**config.mk**
```make
export PLATFORM = sky130hd
export DESIGN_NAME = alu_control_pipe
export DESIGN_NICKNAME = d
export VERILOG_FILES = /design/src/rtl/alu_ctrl_pkg.sv /design/src/rtl/alu_op_decode.sv /design/src/rtl/alu_control_pipe.sv
export SDC_FILE = /design/constraint.sdc
export NUM_CORES = 1
export LEC_CHECK = 0
export ABC_CLOCK_PERIOD_IN_PS = 2120
export CORE_ASPECT_RATIO = 1.5
export CORE_UTILIZATION = 42
export DETAILED_ROUTE_END_ITERATION = 16
export GPL_ROUTABILITY_DRIVEN = 0
export PLACE_DENSITY = 0.7
export RECOVER_POWER = 25
export SYNTH_ARGS = -nofsm -noshare
export SYNTH_HDL_FRONTEND = slang
export SYNTH_SLANG_ARGS = --single-unit
```
**constraint.sdc**
```tcl
create_clock -name Clk -period 2.12 [get_ports Clk]
set_clock_uncertainty 0.2 [all_clocks]
set_input_delay 0.318 -clock Clk [delete_from_list [all_inputs] [get_ports Clk]]
set_output_delay 0.318 -clock Clk [all_outputs]
set_load 0.005 [all_outputs]
```
**src/rtl/alu_ctrl_pkg.sv**
```systemverilog
// Shared constants for the ALU control pipeline: ALU op codes, MIPS opcode/funct
// values and FSM state encodings.
package alu_ctrl_pkg;

  localparam logic [3:0] ALU_AND = 4'b0000;
  localparam logic [3:0] ALU_OR  = 4'b0001;
  localparam logic [3:0] ALU_ADD = 4'b0010;
  localparam logic [3:0] ALU_MUL = 4'b0011;
  localparam logic [3:0] ALU_DIV = 4'b0100;
  localparam logic [3:0] ALU_SUB = 4'b0110;
  localparam logic [3:0] ALU_SLT = 4'b0111;
  localparam logic [3:0] ALU_SLL = 4'b1000;
  localparam logic [3:0] ALU_SRL = 4'b1001;
  localparam logic [3:0] ALU_NOR = 4'b1100;
  localparam logic [3:0] ALU_XOR = 4'b1101;

  localparam logic [5:0] OP_RTYPE   = 6'b000000;
  localparam logic [5:0] OP_SPECIAL2 = 6'b011100;
  localparam logic [5:0] OP_ADDI    = 6'b001000;
  localparam logic [5:0] OP_ADDIU   = 6'b001001;
  localparam logic [5:0] OP_SLTI    = 6'b001010;
  localparam logic [5:0] OP_SLTIU   = 6'b001011;
  localparam logic [5:0] OP_ANDI    = 6'b001100;
  localparam logic [5:0] OP_ORI     = 6'b001101;
  localparam logic [5:0] OP_XORI    = 6'b001110;
  localparam logic [5:0] OP_BEQ     = 6'b000100;
  localparam logic [5:0] OP_BNE     = 6'b000101;
  localparam logic [5:0] OP_BLEZ    = 6'b000110;
  localparam logic [5:0] OP_BGTZ    = 6'b000111;
  localparam logic [5:0] OP_LB      = 6'b100000;
  localparam logic [5:0] OP_LH      = 6'b100001;
  localparam logic [5:0] OP_LW      = 6'b100011;
  localparam logic [5:0] OP_SB      = 6'b101000;
  localparam logic [5:0] OP_SH      = 6'b101001;
  localparam logic [5:0] OP_SW      = 6'b101011;

  localparam logic [5:0] FN_SLL   = 6'b000000;
  localparam logic [5:0] FN_SRL   = 6'b000010;
  localparam logic [5:0] FN_SLLV  = 6'b000100;
  localparam logic [5:0] FN_SRLV  = 6'b000110;
  localparam logic [5:0] FN_MULT  = 6'b011000;
  localparam logic [5:0] FN_MULTU = 6'b011001;
  localparam logic [5:0] FN_DIV   = 6'b011010;
  localparam logic [5:0] FN_DIVU  = 6'b011011;
  localparam logic [5:0] FN_ADD   = 6'b100000;
  localparam logic [5:0] FN_ADDU  = 6'b100001;
  localparam logic [5:0] FN_SUB   = 6'b100010;
  localparam logic [5:0] FN_SUBU  = 6'b100011;
  localparam logic [5:0] FN_AND   = 6'b100100;
  localparam logic [5:0] FN_OR    = 6'b100101;
  localparam logic [5:0] FN_XOR   = 6'b100110;
  localparam logic [5:0] FN_NOR   = 6'b100111;
  localparam logic [5:0] FN_SLT   = 6'b101010;
  localparam logic [5:0] FN_SLTU  = 6'b101011;
  localparam logic [5:0] FN2_MUL  = 6'b000010;

  localparam logic S_IDLE = 1'b0;
  localparam logic S_BUSY = 1'b1;

endpackage

```
**src/rtl/alu_op_decode.sv**
```systemverilog
// Combinational Opcode/Funct to ALU op decoder; also flags MUL/DIV class and
// undecoded instructions. Shared with the ID-stage decoder.
module alu_op_decode
  import alu_ctrl_pkg::*;
(
  input  logic [5:0] opcode,
  input  logic [5:0] funct,
  output logic [3:0] aluop,
  output logic       is_multi,
  output logic       is_div,
  output logic       illegal
);

  always_comb begin
    aluop   = ALU_ADD;
    illegal = 1'b0;
    case (opcode)
      OP_RTYPE: begin
        case (funct)
          FN_ADD, FN_ADDU:             aluop = ALU_ADD;
          FN_SUB, FN_SUBU:             aluop = ALU_SUB;
          FN_AND:                      aluop = ALU_AND;
          FN_OR:                       aluop = ALU_OR;
          FN_NOR:                      aluop = ALU_NOR;
          FN_XOR:                      aluop = ALU_XOR;
          FN_SLT, FN_SLTU:             aluop = ALU_SLT;
          FN_SLL, FN_SLLV:             aluop = ALU_SLL;
          FN_SRL, FN_SRLV:             aluop = ALU_SRL;
          FN_MULT, FN_MULTU:           aluop = ALU_MUL;
          FN_DIV, FN_DIVU:             aluop = ALU_DIV;
          default:                     illegal = 1'b1;
        endcase
      end
      OP_SPECIAL2: begin
        if (funct == FN2_MUL) aluop = ALU_MUL;
        else                  illegal = 1'b1;
      end
      OP_ADDI, OP_ADDIU, OP_LW, OP_SW,
      OP_LB, OP_SB, OP_LH, OP_SH:      aluop = ALU_ADD;
      OP_ANDI:                         aluop = ALU_AND;
      OP_ORI:                          aluop = ALU_OR;
      OP_XORI:                         aluop = ALU_XOR;
      OP_SLTI, OP_SLTIU:               aluop = ALU_SLT;
      OP_BEQ, OP_BNE, OP_BGTZ, OP_BLEZ: aluop = ALU_SUB;
      default:                         illegal = 1'b1;
    endcase
  end

  assign is_div   = (aluop == ALU_DIV);
  assign is_multi = (aluop == ALU_MUL) || is_div;

endmodule

```
**src/rtl/alu_control_pipe.sv**
```systemverilog
// ID/EX ALU control register with MUL/DIV busy sequencing and flush handling.
// Optional ALUCTL_ILLEGAL_EN adds a registered ExIllegal flag for undecoded ops.
module alu_control_pipe
  import alu_ctrl_pkg::*;
#(
  parameter int ALUOP_W = 4,
  parameter int MUL_LAT = 4,
  parameter int DIV_LAT = 8
) (
  input  logic               Clk,
  input  logic               Reset,
  input  logic [5:0]         Opcode,
  input  logic [5:0]         Funct,
  input  logic               IdValid,
  input  logic               Flush,
  output logic [ALUOP_W-1:0] ExALUOp,
  output logic               ExValid,
  output logic               ExMultiCycle,
  output logic               Busy,
  output logic               Done
`ifdef ALUCTL_ILLEGAL_EN
  ,
  output logic               ExIllegal
`endif
);

  localparam int MAX_LAT = (MUL_LAT > DIV_LAT) ? MUL_LAT : DIV_LAT;
  localparam int CNT_W   = (MAX_LAT > 1) ? $clog2(MAX_LAT) : 1;
  localparam logic [CNT_W-1:0] MUL_LOAD = CNT_W'(MUL_LAT - 1);
  localparam logic [CNT_W-1:0] DIV_LOAD = CNT_W'(DIV_LAT - 1);

  logic             state;
  logic [CNT_W-1:0] cnt;
  logic [3:0]       dec_op;
  logic             dec_multi;
  logic             dec_div;
  logic             dec_illegal;

  alu_op_decode u_decode (
    .opcode   (Opcode),
    .funct    (Funct),
    .aluop    (dec_op),
    .is_multi (dec_multi),
    .is_div   (dec_div),
    .illegal  (dec_illegal)
  );

  assign Busy = (state == S_BUSY);
  // A flush in the last busy cycle aborts the op, so it must not report completion.
  assign Done = Busy && (cnt == '0) && !Flush;

  always_ff @(posedge Clk or posedge Reset) begin
    if (Reset) begin
      ExALUOp      <= '0;
      ExValid      <= 1'b0;
      ExMultiCycle <= 1'b0;
      state        <= S_IDLE;
      cnt          <= '0;
    end else if (Flush) begin
      ExValid      <= 1'b0;
      ExMultiCycle <= 1'b0;
      state        <= S_IDLE;
      cnt          <= '0;
    end else if (state == S_BUSY) begin
      if (cnt == '0) begin
        state        <= S_IDLE;
        ExValid      <= 1'b0;
        ExMultiCycle <= 1'b0;
      end else begin
        cnt <= cnt - 1'b1;
      end
    end else if (IdValid) begin
      ExALUOp      <= ALUOP_W'(dec_op);
      ExValid      <= 1'b1;
      ExMultiCycle <= dec_multi;
      if (dec_multi) begin
        state <= S_BUSY;
        cnt   <= dec_div ? DIV_LOAD : MUL_LOAD;
      end
    end else begin
      ExValid      <= 1'b0;
      ExMultiCycle <= 1'b0;
    end
  end

`ifdef ALUCTL_ILLEGAL_EN
  always_ff @(posedge Clk or posedge Reset) begin
    if (Reset)                              ExIllegal <= 1'b0;
    else if (Flush)                         ExIllegal <= 1'b0;
    else if (state == S_IDLE && IdValid)    ExIllegal <= dec_illegal;
  end
`else
  logic unused_illegal;
  assign unused_illegal = dec_illegal;
`endif

endmodule

```
==> results of run 1 <==
-- final cells by class --
cell class | count | share of cell area
Clock buffer | 4 | 0.02468
Multi-Input combinational cell | 83 | 0.4689
Timing Repair Buffer | 54 | 0.2979
Tap cell | 21 | 0.01787
Inverter | 8 | 0.02043
Sequential cell | 10 | 0.1702
-- how the worst max path moves through the flow --
stage / start / to / slack, ps / cells after the start
after floorplan: Opcode[1] / cnt[2] / -180 / 7
after global placement: Opcode[1] / cnt[2] / -700 / 8
after detailed placement: Opcode[1] / cnt[2] / -790 / 8
after CTS: Opcode[3] / cnt[2] / -70 / 8
after global routing: Opcode[3] / cnt[2] / -250 / 10
final: Opcode[3] / cnt[2] / -160 / 8
-- layout by cell type, fill, tap and decap left out, types with 2 or more instances in the layout --
cell type / count
dfrtp_1: 10
buf_4: 32
nor2_1: 10
buf_6: 4
ha_1: 2
o21ai_1: 2
nand2_1: 8
o211ai_1: 5
o31ai_1: 2
nor2_4: 2
a2111oi_2: 3
nor3_2: 2
o21a_1: 2
clkdlybuf4s50_1: 9
and3_1: 5
inv_1: 6
clkbuf_4: 3
o21ai_0: 2
dlygate4sd2_1: 2
buf_2: 2
a21oi_1: 4
and2_1: 2
nor4_2: 2
mux2_2: 2
clkbuf_2: 3
inv_2: 2
nand2b_1: 3
nand3b_1: 2
-- routing by layer --
metal / vias to the layer above / share of wire
met5: - / 0
met4: 0 / 0.045
met3: 18 / 0.033
met2: 42 / 0.56
met1: 553 / 0.37
li1: 502 / -
-- worst register-to-register path, delay by kind of cell, from the launching register on --
family / cells / cell delay, ps
buf+inv: 1 / 60
simple gates: 5 / 1090
fa+ha+maj: 1 / 180
flops: 1 / 370
-- registers in the layout, summed over array words and instances, names as in the netlist --
| name | cells |
|---|---|
| ExValid | 1 |
| cnt | 3 |
| ExALUOp | 4 |
| Busy | 1 |
| ExMultiCycle | 1 |
-- report_power, final --
group	switching, mW	internal [mW]	leakage (nW)
combinational	0.0898	0.0915	0.497
clock	0.0748	0.105	0.0210
sequential	0.00406	0.198	0.131
total	0.169	0.394	0.649
-- what timing repair did --
item                                    4_1_cts  5_1_grt
cloned                                        0        0
resized for setup                            57       17
pin swaps                                    19        9
setup buffers                                 7        2
hold buffers                                  0        0
endpoints found under the setup margin        7        5
-- metrics by stage --
step | setup TNS, ps | utilization | setup slack, ps | total power [mW] | std cells
final | -265.5 | 0.7928 | -159.4 | 0.5628 | 180
after global routing | -588.0 | 0.7928 | -250.2 | 0.5825 | 180
after CTS | -77.28 | 0.7821 | -74.31 | 0.5465 | 180
after detailed placement | -4591 | 0.6950 | -791.9 | 0.3580 | 169
after global placement | -3955 | 0.6950 | -703.9 | 0.3535 | 169
after floorplan | -186.0 | - | -183.7 | 0.2591 | 101
-- cells by family after synthesis --
| kind of cell | Yosys count | synth area share |
|---|---|---|
| compound gates | 31 | 0.2880 |
| fa+ha+maj | 2 | 0.02954 |
| buf+inv | 8 | 0.03545 |
| flops | 10 | 0.2954 |
| mux | 4 | 0.05022 |
| simple gates | 46 | 0.3013 |
==> run metrics, run 1 <==
area delta synth->final=73.56%; maximum clock rate=0.4387 GHz; WS Path Type=input port to flop; first-pass iteration count of the detailed router=4; Final #Nets=178; pin count of the biggest net entering global routing=11; I/O pin cnt=24; RSZ-0062 raised after global routing=true; Via density=6.194; yosys warns=0; Yosys top cell by area=dfrtp_1; global-route wire length before repair=4788 um; number of DRC markers in iteration 0=50; leakage=0.6488 nW; post-placement cell area=1289 sq um; ANT cells=0; Final Hold Fails=0; top post-synthesis cells by count=nor2_1 (12), dfrtp_1 (10), inv_1 (8), nand2_1 (8); WP data required=2090 ps; FF-to-FF End=cnt[2]; Worst R2R Setup Slack=110 ps; startpoint of the worst-slack reg-to-reg timing path=cnt[0]; clock latency on the worst-skew pair=280 ps; Post-synth ARST share=1.000; Core Area=1854 sq um; WHS=274.5 ps; Final Instance Area=1470 sq um; Slowest Stage Delay on Critical Path=510 ps; Root Driver=clkbuf_4; # setup viols final=3; Critical Path AT=2250 ps; crit path capture type=flop; crit-path max FO=2; GR Layer Usage met3=0.05837; Syn Inst Count=101; vias in the first global route=1126; register area=250.2 sq um; PnR worst setup slack=-159.4 ps; CTS tree=done; Port Buffer Count=23; met2 Use GR=0.5690; CTS Sinks=10; busiest grt layer=met2; DP Wirelength=2048 um; register bit count reported by yosys=10; layout cell share with drive strength beyond 1=0.4528; PwrDens=382.8 nW/um^2; initial antenna violation count=0; Worst Tran Pin Value=402.3 ps; total gr overflow=0; Syn Nets=119; Top FF cell, synth=dfrtp_1; fillcell total=117; worst vdd ir=0.0003875 V; cell with the most instances after synthesis=nor2_1; outcome=complete, but fails checks; Slew Limit Fails=0; DRC violations left=0; Startpoint Class=input port; Final period util=1.075; Cell Chain, Critical Path=buf_6 > or3_4 > a2111oi_2 > o21ai_1 > nand3_1 > o31ai_1 > or4_1 > and3_1; Post-synth EDFFs=0; via count=1115; Worst-path clk slew=70 ps; multi-input logic area=689.4 sq um; register area share after synthesis=0.2954; DR WL/cell=17.53 um; Die H=57 um; unique cell type count in the Yosys netlist=39; Total Wirelength=3156 um; Max-slew headroom=0.7315; min Tclk post-route=2279 ps; GRT Total Usage=0.3057; row count=19; Hold WC Path Type=input port to async pin; routing usage on met1=0.2807; Avg Inst Size Synth=8.387 sq um; Post-Syn Area=847.1 sq um; R2R depth=7; Synth top area share=0.2954; delay-heaviest family, CP=simple AND/OR/NAND/NOR gates; top post-synthesis cells by area=dfrtp_1 (30%), nor2_1 (5.3%), o211ai_1 (4.4%); H-tree depth reported by CTS=1; clk buf depth=2; Initial Util=0.4568; failing checks=negative setup slack; Worst Path Buf+Inv=1; Crit-path slowest cell=or4_1; antenna-violating nets left=0; DIE AREA=2204 sq um; CTS Buf Count=3; Die W=38.67 um; max-cap violations=0
No activity file was read; power rests on OpenSTA's default activity.
==> run 2, diff against run 1 <==
CORE_ASPECT_RATIO = 1.2   (was 1.5)
==> run metrics, run 2 (synthesis gave the netlist of run 1 again) <==
cts hold-fix bufs=0; GRT Total Usage=0.2681; clk buf depth=2; clock latency on the worst-skew pair=270 ps; most common cell after layout, fill and taps aside=buf_4; WP data required=2080 ps; max reg flops=4; Total Wirelength=3009 um; fillcell total=117; Critical Path AT=2270 ps; Initial Util=0.4525; Slew Limit Fails=0; antenna-violating nets left=0; via count=1058; Startpoint Class=input port; Port Buffer Count=23; RSZ-0062 raised after global routing=true; maximum clock rate=0.4335 GHz; Reg with most FFs=ExALUOp; Core Area=1872 sq um; highest routed layer=met4; PnR worst setup slack=-187.1 ps; WHS=284.7 ps; initial antenna violation count=0; max-cap violations=0; pin count of the biggest net entering global routing=11; DP Wirelength=1884 um; register area=250.2 sq um; Die W=43.00 um; Final #Nets=181; Max-slew headroom=0.7240; DRC violations left=0; I/O pin cnt=24; worst vdd ir=0.0004078 V; PwrDens=370.6 nW/um^2; row count=17; # setup viols final=1; Metal-1 WL=1312 um; vias in the first global route=1078; outcome=complete, but fails checks; Final period util=1.088; Root Driver=clkbuf_4; failing checks=negative setup slack; WS Path Type=input port to flop; Via density=5.845; routed length on met2=1581 um; DIE AREA=2201 sq um; biggest regs=ExALUOp: 4 flops, cnt: 3 flops; crit-path max FO=4; pre-CTS setup slack=-789.9 ps; DR WL/cell=16.62 um; min Tclk post-route=2307 ps; ANT cells=0; Hold WC Path Type=input port to async pin; first-pass iteration count of the detailed router=4; CTS Buf Count=3; number of DRC markers in iteration 0=29; crit path capture type=flop; Final Hold Fails=0; H-tree depth reported by CTS=1; layout cell share with drive strength beyond 1=0.4444; CTS Sinks=10; most frequent cells in the layout=buf_4 (33), dfrtp_1 (10), nor2_1 (10); Worst Tran Pin Value=413.5 ps; area delta synth->final=80.95%; met3 WL post-DR=87 um; global-route wire length before repair=4436 um; Die H=51.20 um; CTS tree=done; multi-input logic area=711.9 sq um; Worst-path clk slew=70 ps; leakage=0.6692 nW; total gr overflow=0
==> run 2: cell count changes in the layout (fill, tap and decap cells not counted), sizes merged <==
cell	delta
clkbuf	-3
dlygate4sd2	-1
buf	+5
clkdlybuf4s15	+2
==> run 2: through the flow <==
| stage | power (mW) | TNS (ps) | instance area [sq um] | util | cells |
|---|---|---|---|---|---|
| after floorplan | 0.2591 | -186.0 | 852.1 | - | 101 |
| after global placement | 0.3559 | -4121 | 1294 | 0.6912 | 168 |
| after detailed placement | 0.3597 | -4528 | 1294 | 0.6912 | 168 |
| after CTS | 0.5466 | -35.33 | 1430 | 0.7640 | 178 |
| after global routing | 0.5933 | -373.5 | 1533 | 0.8189 | 181 |
| final | 0.5680 | -187.1 | 1533 | 0.8189 | 181 |
==> run 2: final cells by class <==
cell class / count / area share
multi-input cells: 83 / 0.4645
well taps: 19 / 0.01551
inverters: 8 / 0.01959
repair buffers: 57 / 0.3135
flip-flops and latches: 10 / 0.1633
clock buffers: 4 / 0.02367
==> run 2: routing by layer <==
metal	vias up	GRT usage
li1	513	-
met1	517	0.3113
met2	24	0.4848
met3	4	0.07067
met4	0	0.06566
met5	-	0
==> run 2: path summary, 6_finish.rpt <==
check,from,to,slack (ps),cells after the start
max in group asynchronous,Reset,ExMultiCycle,1150,2
worst min-delay path,Reset,cnt[0],280,2
worst min register to register,ExALUOp[1],ExALUOp[1],320,1
worst max-delay path,Funct[3],cnt[2],-190,9
min in group Clk,ExALUOp[1],ExALUOp[1],320,1
worst max register to register,cnt[0],cnt[2],20,7
==> run 2: repair_timing <==
action,CTS,global route
pin swaps,20,6
resized for setup,63,19
setup endpoints to repair,8,5
setup buffers,6,4
==> run 2: critical path: stages <==
cell and delay, ps:
buf_2 110, nor4bb_4 160, a211o_1 320, a41o_2 320, buf_4 140, nor3_4 140, mux2i_4 120, or4_1 430
and3_1 200
==> run 2: power breakdown <==
part           switching, mW  internal (mW)
clock                 0.0694          0.104
sequential           0.00370          0.198
combinational         0.0915          0.101
==> run 3, diff against run 2 <==
ABC_CLOCK_PERIOD_IN_PS = 2200   (was 2120)
GPL_ROUTABILITY_DRIVEN = 1   (was 0)
clock period = 2.2 ns   (was 2.12 ns; I/O delays follow)
==> run metrics, run 3 (synthesis gave the netlist of run 1 again) <==
RePlAce Congestion=0.8613; Max-slew headroom=0.7287; Slew Limit Fails=0; first-pass iteration count of the detailed router=4; Total Wirelength=2752 um; non-filler cells in the finished layout=175; vias in the first global route=1035; row count=17; clock latency on the worst-skew pair=270 ps; crit-path max FO=5; DP Wirelength=1884 um; Via density=5.891; CTS Buf Count=3; Root Driver=clkbuf_4; global-route wire length before repair=4278 um; register area=250.2 sq um; Placed Cells=168; antenna-violating nets left=0; PwrDens=366.3 nW/um^2; GRT Total Usage=0.2586; crit path capture type=flop; RSZ-0062 raised after global routing=true; Startpoint Class=input port; max reg flops=4; H-tree depth reported by CTS=1; most common cell after layout, fill and taps aside=buf_4; ANT cells=0; Die W=43.00 um; Hold WC Path Type=input port to async pin; WP data required=2160 ps; Final #Nets=175; DIE AREA=2201 sq um; Worst Tran Pin Value=406.5 ps; biggest regs=ExALUOp: 4 flops, cnt: 3 flops; worst vdd ir=0.0003926 V; Core Area=1872 sq um; I/O pin cnt=24; R2R depth=7; Worst-path clk slew=70 ps; most frequent cells in the layout=buf_4 (27), nor2_1 (11), dfrtp_1 (10); outcome=complete, but fails checks; WHS=291.0 ps; leakage=0.6483 nW; PnR worst setup slack=-16.93 ps; CP endpoint=cnt[2]; WS Path Type=input port to flop; maximum clock rate=0.4511 GHz; total gr overflow=0; fillcell total=127; FF-to-FF End=cnt[2]; # setup viols final=1; pin count of the biggest net entering global routing=11; Die H=51.20 um; number of DRC markers in iteration 0=33; Final period util=1.008; DR WL/cell=15.73 um; Final Hold Fails=0; Critical Path AT=2180 ps; clk buf depth=2; Port Buffer Count=23; startpoint of the worst-slack reg-to-reg timing path=cnt[0]; CTS Sinks=10; via count=1031; CTS tree=done; area delta synth->final=71.79%; multi-input logic area=688.2 sq um; Worst R2R Setup Slack=200 ps; post-layout util=0.7774; Initial Util=0.4525; max-cap violations=0; Reg with most FFs=ExALUOp; failing checks=negative setup slack; Crit. Startpoint=Opcode[1]; layout cell share with drive strength beyond 1=0.4038; initial antenna violation count=0; DRC violations left=0; cts hold-fix bufs=0; min Tclk post-route=2217 ps
run 3: layout make-up:
type | count | share of cell area
inverter | 8 | 0.02064
multi-input combinational | 83 | 0.4729
sequential | 10 | 0.1720
timing repair buffer | 51 | 0.2932
tap | 19 | 0.01634
clock buffer | 4 | 0.02494
run 3: metrics by stage:
step / total power, mW / setup WS [ps] / area, sq um / setup TNS, ps
detailed placement: 0.3466 / -721.9 / 1294 / -3916
CTS: 0.5241 / 0.2129 / 1419 / 0
floorplan: 0.2496 / -115.7 / 852.1 / -115.7
global placement: 0.3430 / -681.1 / 1294 / -3509
finish: 0.5330 / -16.93 / 1455 / -16.93
global route: 0.5579 / -78.32 / 1455 / -190.5
run 3: report_power, final:
part,switching [mW],total [mW],internal (mW),leakage (nW)
logic,0.0841,0.170,0.0860,0.496
clock network,0.0678,0.168,0.101,0.0210
registers,0.00351,0.194,0.191,0.131
total,0.155,0.533,0.378,0.648
run 3: timing repair:
| action | in CTS | in global routing |
|---|---|---|
| buffers inserted | 3 | 0 |
| setup endpoints to repair | 7 | 6 |
| pin swaps | 17 | 3 |
| resized for setup | 43 | 12 |
run 3: worst min-delay path by stage:
stage | end | slack [ps]
6_report | cnt[0] | 290
5_1_grt | ExALUOp[3] | 310
3_5_place_dp | ExALUOp[1] | 300
3_3_place_gp | ExALUOp[0] | 290
4_1_cts | ExALUOp[3] | 160
2_1_floorplan | Busy | -30
run 3: metal layers:
| layer | up-vias | routed length [um] | track usage | part of all wire |
|---|---|---|---|---|
| met2 | 35 | 1397 | 0.4520 | 0.51 |
| met5 | - | 0 | 0 | 0 |
| li1 | 500 | - | - | - |
| met4 | 0 | 36 | 0.07576 | 0.013 |
| met1 | 490 | 1191 | 0.3024 | 0.43 |
| met3 | 6 | 126 | 0.07774 | 0.046 |
run 3: worst max-delay path: stages:
cell and delay (ps):
buf_4 130, or3_4 420, nor4_4 180, o21ai_2 120
o211ai_1 260, o31ai_1 100, or4_1 450, and3_1 180
